**src/rtl/store_drain_arbiter_pkg.sv**
```systemverilog
// store_drain_arbiter_pkg: shared request, address and drain-state types for the store drain arbiter.
package store_drain_arbiter_pkg;
  typedef logic [31:0] ADDR;
  typedef logic [31:0] DATA;
  typedef logic [1:0]  MEM_SIZE;
  typedef struct packed {
    logic    valid;
    logic    is_store;
    ADDR     addr;
    DATA     data;
    MEM_SIZE size;
  } DC_REQ;
  typedef enum logic [1:0] {RUN, HALT_DRAIN, DONE} DRAIN_STATE;
endpackage

```
**src/rtl/store_drain_arbiter_dc_req_skid.sv**
```systemverilog
// dc_req_skid: single-entry valid/ready holding register for the D-cache request port.
module dc_req_skid
  import store_drain_arbiter_pkg::*;
(
  input  logic  clock,
  input  logic  reset,
  input  logic  ready,
  input  DC_REQ d,
  output logic  cap,
  output DC_REQ q
);
  // No captures while reset is held, so no grant can leak out during reset.
  assign cap = reset && (!q.valid || ready);
  always_ff @(posedge clock or negedge reset)
    if (!reset) q <= '0;
    else if (cap) q <= d;
endmodule

```
**src/rtl/store_drain_arbiter.sv**
```systemverilog
// store_drain_arbiter: drains committed stores into the D-cache port, sharing it with loads,
// with urgency/anti-starvation priority and a halt drain sequence.
module store_drain_arbiter
  import store_drain_arbiter_pkg::*;
#(
  parameter int N             = 2,
  parameter int SQ_DEPTH      = 8,
  parameter int URGENT_THRESH = 6,
  parameter int STARVE_LIMIT  = 4,
  localparam int CW = $clog2(N + 1),
  localparam int PW = $clog2(SQ_DEPTH + 1)
) (
  input  logic          clock,
  input  logic          reset,
  input  logic [CW-1:0] commit_store_count,
  input  logic          halt_retired,
  input  logic          sq_head_valid,
  input  ADDR           sq_head_addr,
  input  DATA           sq_head_data,
  input  MEM_SIZE       sq_head_size,
  output logic          sq_pop,
  input  logic          ld_req_valid,
  input  ADDR           ld_req_addr,
  input  MEM_SIZE       ld_req_size,
  output logic          ld_req_ready,
  output logic          dc_req_valid,
  output logic          dc_req_is_store,
  output ADDR           dc_req_addr,
  output DATA           dc_req_data,
  output MEM_SIZE       dc_req_size,
  input  logic          dc_req_ready,
  output logic [PW-1:0] pending_count,
  output logic          drain_done,
  output logic          overflow_err
);
  localparam int SW = $clog2(STARVE_LIMIT + 1);
  localparam int XW = PW + CW;
  logic cap, store_elig, force_st, st_gnt, ld_gnt;
  logic [SW-1:0] starve, starve_next;
  logic [XW-1:0] sum;
  DRAIN_STATE state, state_next;
  DC_REQ req, q;
  dc_req_skid u_skid (.clock(clock), .reset(reset), .ready(dc_req_ready), .d(req), .cap(cap), .q(q));
  always_comb begin
    store_elig  = pending_count != '0 && sq_head_valid;
    force_st    = state != RUN || pending_count >= PW'(URGENT_THRESH) || starve == SW'(STARVE_LIMIT);
    st_gnt      = cap && state != DONE && store_elig && (force_st || !ld_req_valid);
    ld_gnt      = cap && !st_gnt && ld_req_valid && state == RUN;
    req.valid    = st_gnt || ld_gnt;
    req.is_store = st_gnt;
    req.addr     = st_gnt ? sq_head_addr : ld_req_addr;
    req.data     = st_gnt ? sq_head_data : '0;
    req.size     = st_gnt ? sq_head_size : ld_req_size;
    // A store grant implies pending_count>0, so this never underflows.
    sum         = XW'(pending_count) + XW'(commit_store_count) - XW'(st_gnt);
    starve_next = st_gnt ? '0 :
                  (store_elig && ld_gnt && starve != SW'(STARVE_LIMIT)) ? starve + 1'b1 : starve;
    state_next  = (state == RUN && halt_retired) ? HALT_DRAIN :
                  (state == HALT_DRAIN && pending_count == '0 && cap) ? DONE : state;
  end
  always_ff @(posedge clock or negedge reset)
    if (!reset) begin
      state         <= RUN;
      pending_count <= '0;
      starve        <= '0;
      overflow_err  <= 1'b0;
    end else begin
      state         <= state_next;
      pending_count <= sum > XW'(SQ_DEPTH) ? PW'(SQ_DEPTH) : PW'(sum);
      starve        <= starve_next;
      if (sum > XW'(SQ_DEPTH)) overflow_err <= 1'b1;
    end
  assign sq_pop          = st_gnt;
  assign ld_req_ready    = ld_gnt;
  assign drain_done      = state == DONE;
  assign dc_req_valid    = q.valid;
  assign dc_req_is_store = q.is_store;
  assign dc_req_addr     = q.addr;
  assign dc_req_data     = q.data;
  assign dc_req_size     = q.size;
endmodule

```
**config.mk**
```make
export PLATFORM = sky130hd
export DESIGN_NAME = store_drain_arbiter
export DESIGN_NICKNAME = d
export VERILOG_FILES = /design/src/rtl/store_drain_arbiter_pkg.sv /design/src/rtl/store_drain_arbiter_dc_req_skid.sv /design/src/rtl/store_drain_arbiter.sv
export SDC_FILE = /design/constraint.sdc
export NUM_CORES = 1
export LEC_CHECK = 0
export ABC_AREA = 1
export BUFFER_PORTS_ARGS = -buffer_cell sky130_fd_sc_hd__buf_2
export CORE_UTILIZATION = 45
export CTS_CLUSTER_SIZE = 20
export DETAILED_ROUTE_END_ITERATION = 7
export PLACE_DENSITY = 0.79
export SLEW_MARGIN = 20
export SYNTH_ARGS = -nofsm -noshare
export SYNTH_HDL_FRONTEND = slang
export SYNTH_SLANG_ARGS = --single-unit
export TNS_END_PERCENT = 1
```
**constraint.sdc**
```tcl
create_clock -name clock -period 3.7 [get_ports clock]
set_clock_uncertainty 0.2 [all_clocks]
set_input_delay 0.185 -clock clock [delete_from_list [all_inputs] [get_ports clock]]
set_output_delay 0.185 -clock clock [all_outputs]
set_load 0.1 [all_outputs]
```
# Word level (Yosys, flattened, before mapping)
# Cells that the tools add are included.
word_totals:
  word_cells: 54
  register_bits: 78
  out_inout_bits: 76
  input_bits: 108
op_classes:
  reduce_logical: 27
  add_sub_neg: 3
  n_eq_ne: 5
  n_lt_le_gt_ge: 2
  mux: 8
ops:
  columns: ["operator", "count"]
  rows:
  - ["32-bit 2-to-1 mux", 2]
  - ["1-bit logical AND", 13]
  - ["6-bit by 4-bit greater-than comparator with 1-bit output (second input constant)", 1]
  - ["2-bit 2-to-1 mux", 3]
  - ["3-bit 2-to-1 mux", 2]
  - ["2-bit nonzero test", 3]
  - ["5-bit by 1-bit subtractor with 6-bit output", 1]
  - ["4-bit by 2-bit adder with 5-bit output", 1]
  - ["1-bit logical OR", 5]
  - ["4-bit by 3-bit >= comparator with 1-bit output (second input constant)", 1]
  - ["4-bit zero test", 1]
  - ["4-bit 2-to-1 mux", 1]
  - ["4-bit nonzero test", 1]
  - ["3-bit by 1-bit adder with 3-bit output (second input constant)", 1]
  - ["3-bit == test (second input constant)", 1]
  - ["1-bit zero test", 3]
  - ["3-bit != test (second input constant)", 1]
  - ["2-bit by 1-bit == test with 1-bit output (second input constant)", 1]
  - ["2-bit == test (second input constant)", 1]
  - ["2-bit zero test", 1]
  - ["2-bit != test (second input constant)", 1]

# Logic depth before layout (Yosys ltp)
# Gate-level depths: netlist (run 1).
logic_depth:
  word_depth: 14
  ltp_mapped: 20
  mapped_depth_nobuf: 18

# Cells and area by module
# Synthesis (run 1) repeated with hierarchy kept, for this count alone.
hier_totals:
  hier_cells: 571
  hier_area_um2: 4170.2
by_module_without_submodules:
  columns: ["module", "seq_area_each_um2", "area_per_inst_um2", "instances", "cells_per_inst"]
  rows:
  - ["dc_req_skid", 1701.6, 2715.1, 1, 298]
  - ["store_drain_arbiter", 250.2, 1455.1, 1, 273]

# Worst setup path after synthesis (run 1)
# No wires, ideal clock.
synth_path:
  path_kind: "register to register"
  start: "register pending_count[3]"
  end: "register pending_count[1]"
  n_path_buf: 2
  arrival_time_ns: 3.481
  setup_ns: 0.071
  setup_slack_ns: -0.053
  required_time_ns: 3.429
  stages_incl_launch_ff: 20
  synth_period_minus_slack_ns: 3.753
  cell_sequence: "dfrtp_1 inv_1 ha_1 nand2_1 nand2_1 inv_1 nand2_1 nand3_2 inv_2 buf_6 buf_6 ha_1 inv_1 ha_1 fa_1 nand3_1 nand3_1 nand2_1 nand3_1 nor2_1"
synth_via:
  elab_chain_cells: 8
  word_cells_on_any_way: 12
  cone_classes: "2 x add/sub; 2 x order compare; 1 x mux; 7 x reduce/logical"
synth_rtl:
  columns: ["element", "line_no", "source"]
  rows:
  - ["start: declaration", "store_drain_arbiter.sv:32", "output logic [PW-1:0] pending_count,"]
  - ["start signal: assignment", "store_drain_arbiter.sv:69", "pending_count <= sum > XW'(SQ_DEPTH) ? PW'(SQ_DEPTH) : PW'(sum);"]
  - ["4-bit by 3-bit >= comparator with 1-bit output", "store_drain_arbiter.sv:46", "force_st = state != RUN || pending_count >= PW'(URGENT_THRESH) || starve == SW'(STARVE_LIMIT);"]
  - ["1-bit logical OR (2 in series)", "store_drain_arbiter.sv:46", null]
  - ["1-bit logical OR", "store_drain_arbiter.sv:47", "st_gnt = cap && state != DONE && store_elig && (force_st || !ld_req_valid);"]
  - ["1-bit logical AND (*)", "store_drain_arbiter.sv:47", null]
  - ["named net sq_pop", "store_drain_arbiter.sv:21", "output logic sq_pop,"]
  - ["5-bit by 1-bit subtractor with 6-bit output (*)", "store_drain_arbiter.sv:55", "sum = XW'(pending_count) + XW'(commit_store_count) - XW'(st_gnt);"]
  - ["6-bit by 4-bit greater-than comparator with 1-bit output", "store_drain_arbiter.sv:69", null]
  - ["4-bit 2-to-1 mux (*)", "store_drain_arbiter.sv:69", null]
# The timed path passes the listed nets; every way through them passes the cells marked *.
# A chain may end at the register's enable or synchronous reset.

# Worst setup path in the final report (run 1)
layout_path:
  start: "register pending_count[3]"
  end: "register u_skid.q[36] (netlist name)"
layout_via:
  elab_chain_cells: 6
  word_cells_on_any_way: 9
  cone_classes: "1 x order compare; 1 x mux; 7 x reduce/logical"
layout_rtl:
  columns: ["element", "line_no", "source"]
  rows:
  - ["4-bit by 3-bit >= comparator with 1-bit output", "store_drain_arbiter.sv:46", null]
  - ["1-bit logical OR (2 in series)", "store_drain_arbiter.sv:46", null]
  - ["1-bit logical OR", "store_drain_arbiter.sv:47", null]
  - ["1-bit logical AND (*)", "store_drain_arbiter.sv:47", null]
  - ["32-bit 2-to-1 mux (*)", "store_drain_arbiter.sv:51", "req.addr = st_gnt ? sq_head_addr : ld_req_addr;"]
# Every way passes the cells marked *; elsewhere a longest branch is shown, timed or not.

==> metrics, run 1 <==
status=completed; area growth from synthesis to layout=60.9%; CP required=3.76 ns; Die W=91.2 um; max_slew headroom=0.346; Synth area leader=dfrtp_1; htree depth=3; R2R cell count=12; total power divided by cell area=485 nW/um^2; clock-pin slew on the worst setup and hold paths=0.08 ns; top-area cell type share of the netlist area=0.545; HPWL after DPL=6.33 mm; Synth Register Bits=78; Fmax=0.355 GHz; GR Util met2=0.498; FILL cells=543; Post-synth EDFFs=0; fin nets=830; setup repair bufs after CTS=0; setup ws final=0.880 ns; row cnt=32; Syn Area/Cell=8.29 um^2; CP Max Fanout=67; Synth top cells by count=nand2_1 (190), nand3_1 (82), dfrtp_1 (78); number of distinct library cells after synthesis=23; Non-Filler Instances=817; total grt overflow=0; share of layout cells above drive strength 1=0.297; total number of vias=3996; Synth Warn #=0; Worst-Margin Slew=0.981 ns; Buffers on Ports=183; Final period util=0.762; vias per cell=4.89; DR iter-0 viols=161; Power Total=2790 uW; Total GRT Usage=0.276; Worst setup SP type=flip-flop; DRC violations left=0; Fin Setup TNS=0 ns; DIE AREA=8320 um^2; clock buffer depth=2; ANT cells=0; Post-synth top flop=dfrtp_1; clock sink count=78; Synth Instances=432; type of destination of the critical path=flip-flop; average routed wire per standard cell=13.8 um; DP Worst Slack=1.00 ns; Hold Crit Class=in -> reg; placed cell count=701; post-synthesis sequential area ratio=0.545; core area=7730 um^2; fin crit period=2.82 ns; Die Ht=91.2 um; arrival time at the worst endpoint=2.88 ns; hold path cells=4; VDD IR max=337 uV; gr busiest metal=met2; Global Route met1 Usage=0.341; first-pass GRT wire length=18.1 mm; CTS tree=built; clk root buf=clkbuf_8; max-slew violation count=0; Pleak=0.00326 uW; vias in the first global route=3882; maxcap violations=0; Synth area leaders=dfrtp_1 (55%), nand2_1 (20%), nand3_1 (11%); Setup CP Type=reg -> reg; Initial Util=0.463; RePlAce Congestion=0.872; Post-Syn Area=3580 um^2; met3 GRT Util=0.0452; initial antenna violation count=0; CTS buffer count=9; synthesized net count=551; Post-synth ARST share=1.00; final setup vio count=0; largest net degree at the start of global routing=81; IO Count=184; First-pass DRT Iterations=4; Post-DRT Antenna Nets=0; RSZ-0062 raised after global routing=no; clk_lat worst skew=0.33 ns; drt total wl=11.2 mm; Final Hold Fails=0; dominant cell by count in the synthesized netlist=nand2_1
cells in the final DEF (no fill, tap or decap):
cell type | Yosys | final
inv_1 | 22 | 22
a21oi_1 | 3 | 3
dfrtp_1 | 78 | 77
buf_4 | 1 | 6
inv_2 | 4 | 4
nor3_2 | 1 | 1
nor2_1 | 7 | 7
dlygate4sd3_1 | 0 | 101
inv_6 | 0 | 1
ha_1 | 10 | 10
clkinv_1 | 1 | 1
o21ai_0 | 3 | 3
fa_1 | 1 | 1
nand2_1 | 190 | 190
buf_2 | 6 | 181
clkinv_2 | 0 | 1
nand2_2 | 1 | 1
nor2_2 | 1 | 1
nand3_2 | 1 | 1
bufinv_16 | 0 | 1
xnor2_1 | 1 | 1
nand4_1 | 3 | 3
dfrtp_2 | 0 | 1
clkbuf_8 | 0 | 10
clkinvlp_4 | 0 | 2
a31oi_1 | 1 | 1
nand3_1 | 82 | 82
buf_12 | 0 | 1
xor2_1 | 1 | 1
cells by family (layout without fill, tap and decap cells):
logic type	Yosys count	count (layout)	synth area share
compound gates	7	7	0.0101
xor+xnor	2	2	0.00489
fa+ha+maj	11	11	0.0405
buf+inv	48	331	0.0639
flops	78	78	0.545
simple gates	286	286	0.335
through the flow:
step | area, um^2 | utilization | hold WS (ns)
after CTS | 5760 | 0.745 | 0.00344
after global placement | 4550 | 0.589 | 0.176
after floorplan | 3580 | - | -0.311
after detailed placement | 4550 | 0.589 | 0.184
final | 5760 | 0.745 | 0.0185
after global routing | 5760 | 0.745 | 0.0388
per-layer routing:
layer	share of wire	up-vias
met5	0	-
met4	0.0084	0
met3	0.053	6
met2	0.51	159
met1	0.42	1904
li1	-	1927
worst max-delay path: stages (launching register included):
cell and delay, ns:
dfrtp_2 0.41, inv_1 0.14, ha_1 0.21, nand2_1 0.06, nand2_1 0.05, inv_1 0.03, nand2_1 0.08, nand3_2 0.08
inv_2 0.06, buf_4 0.56, nand2_1 0.16, nand3_1 0.13, dlygate4sd3_1 0.56
sequential cells by signal, indices dropped and copies added, names as in the netlist:
signal         cells
u_skid.q          68
pending_count      4
starve             3
state              2
overflow_err       1
worst paths after layout:
kind	from	end	slack (ns)
worst max register to register	pending_count[3]	u_skid.q[36]	0.88
worst max-delay path	pending_count[3]	u_skid.q[36]	0.88
worst min register to register	u_skid.q[18]	u_skid.q[18]	0.28
max in group asynchronous	reset	pending_count[3]	2.11
min in group asynchronous	reset	starve[2]	0.49
worst min-delay path	sq_head_valid	starve[2]	0.02
power by group:
| group | internal, uW | switching (uW) | leakage, uW | total [uW] |
|---|---|---|---|---|
| registers | 923 | 45.3 | 0.00100 | 969 |
| clock network | 328 | 305 | 0.0000948 | 633 |
| logic | 338 | 854 | 0.00216 | 1190 |
| total | 1590 | 1200 | 0.00326 | 2790 |
cell type report:
type / instances / area, um^2 / share of cell area
clock buffers: 10 / 138 / 0.0239
flip-flops and latches: 78 / 1950 / 0.339
inverters: 27 / 101 / 0.0176
well taps: 102 / 128 / 0.0222
repair buffers: 289 / 1980 / 0.344
clock inverters: 5 / 58.8 / 0.0102
multi-input cells: 306 / 1400 / 0.243
what timing repair did:
action                     in CTS  in global routing
setup endpoints to repair       0                  0
hold endpoints to repair      145                  0
gates resized for setup         0                  0
hold buffers                  101                  0
Power figures use the tool's default switching activity.
==> run 2: changes to the inputs <==
--- a/config.mk
+++ b/config.mk
@@ -5,12 +5,12 @@
 export SDC_FILE = /design/constraint.sdc
 export NUM_CORES = 1
 export LEC_CHECK = 0
-export ABC_AREA = 1
+export ABC_AREA = 0
 export BUFFER_PORTS_ARGS = -buffer_cell sky130_fd_sc_hd__buf_2
-export CORE_UTILIZATION = 45
+export CORE_UTILIZATION = 46
 export CTS_CLUSTER_SIZE = 20
 export DETAILED_ROUTE_END_ITERATION = 7
-export PLACE_DENSITY = 0.79
+export PLACE_DENSITY = 0.81
 export SLEW_MARGIN = 20
 export SYNTH_ARGS = -nofsm -noshare
 export SYNTH_HDL_FRONTEND = slang
==> constraint.sdc (replaced) <==
create_clock -name clock -period 2.8 [get_ports clock]
set_clock_uncertainty 0.2 [all_clocks]
set_input_delay 0.14 -clock clock [delete_from_list [all_inputs] [get_ports clock]]
set_output_delay 0.14 -clock clock [all_outputs]
set_load 0.1 [all_outputs]
==> run 2 against run 1 <==
Compared with the run above:
- the flow now finishes with violations (negative setup slack)
- routed wire length increased by 25%
- hold slack improved by 0.017 ns
- sequential cell count unchanged
- setup slack got worse by 1.4 ns
- critical endpoint is now overflow_err
- register-to-register slack got worse by 1.4 ns
- largest cell class unchanged
- maximum frequency decreased by 15%
==> metrics, run 2 <==
First-pass DRT Iterations=4; core area=7410 um^2; compound-cell area share of the yosys netlist=0.146; final setup vio count=20; arrival time at the worst endpoint=3.34 ns; hold path endpoint=pending_count[0]; xor/xnor cell area share of the yosys netlist=0.00486; dominant cell by count in the synthesized netlist=nand2_1; R2R cell count=12; clk root buf=clkbuf_8; Worst R2R End=overflow_err; clk_lat worst skew=0.34 ns; max_slew headroom=0.397; RSZ-0062 raised after global routing=yes; Syn Area/Cell=8.73 um^2; main combinational cell family by area after synthesis=simple AND/OR/NAND/NOR gates; WHS=0.0356 ns; total power divided by cell area=1170 nW/um^2; Post-synth top flop=dfrtp_1; Fin Setup TNS=-2.63 ns; DIE AREA=8200 um^2; Largest register FFs=68; vias in the first global route=4790; fraction of synthesized area in multiplexers=0; Worst-Margin Slew=0.904 ns; IO Count=184; max-slew violation count=0; Simple-Gate Fraction of Synth Area=0.220; Largest Register=u_skid.q; fin nets=830; status=finished, violations left; total grt overflow=0; CP Max Fanout=4; area growth from synthesis to layout=70.9%; CTS buffer count=9; post-synthesis sequential area ratio=0.541; type of destination of the critical path=flip-flop; placed inst area=4850 um^2; HPWL after DPL=7.33 mm; hold path cells=4; Setup CP Type=reg -> reg; initial antenna violation count=1; Post-synth EDFFs=0; synthesized net count=532; Synth area leaders=dfrtp_1 (54%), nand2_1 (10%), a21oi_1 (10%); share of layout cells above drive strength 1=0.348; total number of vias=4412; Post-Syn Area=3610 um^2; top-area cell type share of the netlist area=0.541; Post-synth ARST share=1.00; Pleak=0.00316 uW; first-pass GRT wire length=22.7 mm; row cnt=31; fin crit period=3.31 ns; Fmax=0.302 GHz; clock sink count=78; hold path start=commit_store_count[0]; Die W=90.6 um; DRC violations left=0; Die Ht=90.6 um; Synth Warn #=0; average routed wire per standard cell=17.2 um; largest net degree at the start of global routing=74; number of distinct library cells after synthesis=37; CTS tree=built; CP required=2.83 ns; Total GRT Usage=0.355; vias per cell=5.40; design area=6170 um^2; DR iter-0 viols=271; setup ws final=-0.512 ns; Synth top cells by count=nand2_1 (99), dfrtp_1 (78), a21oi_1 (72); Synth Register Bits=78; maxcap violations=0; VDD IR max=807 uV; Synth Instances=413; reg-to-reg critical path startpoint=pending_count[2]; violated checks=negative setup slack; htree depth=3; commonest non-fill, non-tap cell in the layout=buf_2; DP Worst Slack=-0.506 ns; clock buffer depth=2; R2R Setup Slk=-0.51 ns; Hold Crit Class=in -> reg; largest registers=u_skid.q (68), pending_count (4), starve (3); Initial Util=0.487; drt total wl=14.0 mm; Final Hold Fails=0; Final period util=1.18; most frequent cells in the layout=buf_2 (181), dlygate4sd3_1 (103), nand2_1 (99); Worst setup SP type=flip-flop; Buffers on Ports=183; post-synthesis adder-cell area fraction=0.0402; clock-pin slew on the worst setup and hold paths=0.08 ns; RePlAce Congestion=0.854; Synth area leader=dfrtp_1; Post-DRT Antenna Nets=0
[run 2: layout make-up]
class,count,area (um^2)
fillers,409,1240
diodes,2,5.00
clock buffers,9,124
flip-flops and latches,78,1960
repair buffers,311,2190
inverters,19,78.8
well taps,99,124
clock inverters,7,82.6
multi-input cells,292,1600
[run 2: power breakdown]
| group | switching, uW | internal (uW) |
|---|---|---|
| clock | 453 | 424 |
| combinational | 3630 | 1030 |
| sequential | 225 | 1480 |
[run 2: logic make-up after synthesis]
| group | after synthesis |
|---|---|
| AO/OA/AOI/OAI | 92 |
| buffers and inverters | 43 |
| flip-flops | 78 |
| AND/OR/NAND/NOR | 187 |
| adder cells (fa/ha/maj) | 11 |
| XOR/XNOR | 2 |
[run 2: through the flow]
stage / utilization / power (uW) / instances
final: 0.832 / 7240 / 817
after global routing: 0.832 / 7550 / 816
after CTS: 0.822 / 7070 / 811
after detailed placement: 0.655 / 5980 / 693
after global placement: 0.655 / 5890 / 693
after floorplan: - / 5100 / 413
[run 2: critical path, stage by stage (launching register included)]
cell	delay (ns)
dfrtp_4	0.51
ha_4	0.17
a221o_1	0.36
o2111ai_4	0.27
nor2_4	0.07
ha_4	0.26
inv_2	0.03
ha_4	0.15
fa_2	0.34
a21o_1	0.19
a21oi_2	0.18
xnor2_2	0.11
a2111o_1	0.36
[run 2: worst max-delay path by stage]
stage                     startpoint           end  depth (start not counted)
floorplan           pending_count[3]  overflow_err                         13
global placement    pending_count[2]  overflow_err                         12
detailed placement  pending_count[2]  overflow_err                         12
CTS                 pending_count[2]  overflow_err                         12
global route        pending_count[2]  overflow_err                         12
finish              pending_count[2]  overflow_err                         12
[run 2: what timing repair did]
| item | in CTS | in global routing |
|---|---|---|
| gates resized for setup | 2 | 7 |
| hold buffers | 102 | 1 |
| endpoints found under the hold margin | 146 | 5 |
| setup buffers | 0 | 3 |
| pin swaps | 1 | 12 |
| gates cloned | 0 | 0 |
| setup endpoints to repair | 6 | 21 |
[run 2: layer usage]
| layer | routed length, um | vias to the layer above | GRT usage |
|---|---|---|---|
| li1 | - | 1971 | - |
| met1 | 4930 | 2091 | 0.366 |
| met2 | 7280 | 277 | 0.640 |
| met3 | 994 | 73 | 0.0816 |
| met4 | 805 | 0 | 0.235 |
| met5 | 0 | - | 0 |
==> run 3: changes to the inputs <==
--- a/config.mk
+++ b/config.mk
@@ -7,10 +7,10 @@
 export LEC_CHECK = 0
 export ABC_AREA = 0
 export BUFFER_PORTS_ARGS = -buffer_cell sky130_fd_sc_hd__buf_2
-export CORE_UTILIZATION = 46
+export CORE_UTILIZATION = 41
 export CTS_CLUSTER_SIZE = 20
 export DETAILED_ROUTE_END_ITERATION = 7
-export PLACE_DENSITY = 0.81
+export PLACE_DENSITY = 0.76
 export SLEW_MARGIN = 20
 export SYNTH_ARGS = -nofsm -noshare
 export SYNTH_HDL_FRONTEND = slang
==> constraint.sdc (replaced) <==
create_clock -name clock -period 2.7 [get_ports clock]
set_clock_uncertainty 0.2 [all_clocks]
set_input_delay 0.135 -clock clock [delete_from_list [all_inputs] [get_ports clock]]
set_output_delay 0.135 -clock clock [all_outputs]
set_load 0.1 [all_outputs]
==> run 3 against run 2 <==
Compared with the run above:
- the run ends with negative hold slack, negative setup slack left
- total power is essentially flat
- via count shrank 3.9%
- sequential cell count is the same
- hold slack lost 0.30 ns
- critical path depth is the same
- clock power shrank 5.9%
- global-route usage shrank 7.0 points
- sequential power grew 2%
- maximum frequency shrank 0.33%
- utilization shrank 10 points
- non-clock buffer count shrank 1
- largest cell class unchanged
==> metrics, run 3 (synthesis results as in run 2) <==
crit path cell chain=ha_4, a221o_1, o2111ai_4, nor2_4, ha_4, inv_2, ha_4, fa_2, a21o_1, a21oi_2, xnor2_2, a2111o_1; fin crit period=3.32 ns; clock buffer depth=2; ANT cells=0; FILL cells=576; total number of vias=4242; Layout Utilization=0.729; CP bufs+invs=1; total grt overflow=0; VDD IR max=783 uV; design area=6110 um^2; CTS tree=built; most frequent cells in the layout=buf_2 (181), dlygate4sd3_1 (101), nand2_1 (99); row cnt=33; clock sink count=78; Worst-Margin Slew=0.741 ns; share of layout cells above drive strength 1=0.350; type of destination of the critical path=flip-flop; initial antenna violation count=0; DR iter-0 viols=201; fin nets=829; placed inst area=4850 um^2; htree depth=3; status=finished, violations left; total power divided by cell area=1190 nW/um^2; RSZ-0062 raised after global routing=yes; hold buffers post-CTS=101; Fmax=0.301 GHz; arrival time at the worst endpoint=3.36 ns; WHS=-0.261 ns; Post-DRT Antenna Nets=0; Largest Register=u_skid.q; Initial Util=0.430; Worst setup SP type=flip-flop; largest registers=u_skid.q (68), pending_count (4), starve (3); clk_lat worst skew=0.35 ns; RePlAce Congestion=0.829; Die Ht=95.8 um; clk root buf=clkbuf_8; CP Max Fanout=4; drt total wl=13.1 mm; clock-pin slew on the worst setup and hold paths=0.09 ns; DRC violations left=0; Die W=95.8 um; Fin Setup TNS=-2.87 ns; final setup vio count=6; average routed wire per standard cell=15.9 um; crit-path leading delay family=compound AO/OA/AOI/OAI gates; violated checks=negative hold slack, negative setup slack; CP required=2.73 ns; IO Count=184; max-slew violation count=0; reg-to-reg critical path startpoint=pending_count[2]; core area=8380 um^2; Pleak=0.00315 uW; largest net degree at the start of global routing=83; CTS buffer count=9; Hold Crit Class=in -> async; Critical Path Most Common Cell=ha_4; first-pass GRT wire length=19.8 mm; DIE AREA=9180 um^2; Crit-path slowest cell=dfrtp_4; vias per cell=5.17; Setup CP Type=reg -> reg; max_slew headroom=0.506; maxcap violations=0; Final period util=1.23; area growth from synthesis to layout=69.3%; commonest non-fill, non-tap cell in the layout=buf_2; Final Hold Fails=78; First-pass DRT Iterations=5; Largest register FFs=68; Buffers on Ports=183; setup ws final=-0.623 ns; vias in the first global route=4177; HPWL after DPL=7.25 mm; slowest stage delay, CP=0.52 ns; CP Launch Point=pending_count[2]; Total GRT Usage=0.285
## run 3: layout make-up
class | count | area (um^2) | share of cell area
Timing Repair Buffer | 310 | 2160 | 0.353
Sequential cell | 78 | 1960 | 0.321
Multi-Input combinational cell | 292 | 1600 | 0.262
Tap cell | 105 | 131 | 0.0215
Clock buffer | 9 | 124 | 0.0203
Inverter | 19 | 78.8 | 0.0129
Clock inverter | 7 | 56.3 | 0.00922
## run 3: worst paths after layout
path / to / slack [ns] / depth (start not counted)
max: overflow_err / -0.62 / 12
min: u_skid.q[29] / -0.26 / 2
max reg2reg: overflow_err / -0.62 / 12
min reg2reg: u_skid.q[7] / 0.27 / 2
max in group asynchronous: pending_count[3] / 1.96 / 2
min in group clock: starve[1] / 0.03 / 4
## run 3: worst reg2reg max path, cell delays in order (launching register included)
cell and delay, ns:
dfrtp_4 0.52, ha_4 0.17, a221o_1 0.40, o2111ai_4 0.25, nor2_4 0.06, ha_4 0.26
inv_2 0.04, ha_4 0.15, fa_2 0.34, a21o_1 0.20, a21oi_2 0.17, xnor2_2 0.11
a2111o_1 0.35
## run 3: timing repair
action,in CTS,in global routing
hold endpoints to repair,145,78
setup buffers,0,3
gates resized for setup,2,5
endpoints found under the setup margin,6,6
pin swaps,1,11
## run 3: per-layer routing
layer,wire [um],GRT usage,share of wire,up-vias
met2,6830,0.506,0.52,241
met4,472,0.150,0.036,0
met1,4810,0.317,0.37,1993
met3,963,0.0640,0.074,42
li1,-,-,-,1966
met5,0,0,0,-
## run 3: where the power goes
group / internal [uW] / switching (uW)
sequential: 1530 / 211
clock: 345 / 479
combinational: 963 / 3710
## run 3: metrics by stage
step           cells  total power, uW  setup WS [ns]
6_report         820             7250         -0.623
5_1_grt          820             7570         -0.701
4_1_cts          817             7170         -0.614
3_5_place_dp     700             6210         -0.596
3_3_place_gp     700             6130         -0.530
2_1_floorplan    413             5290          -1.03
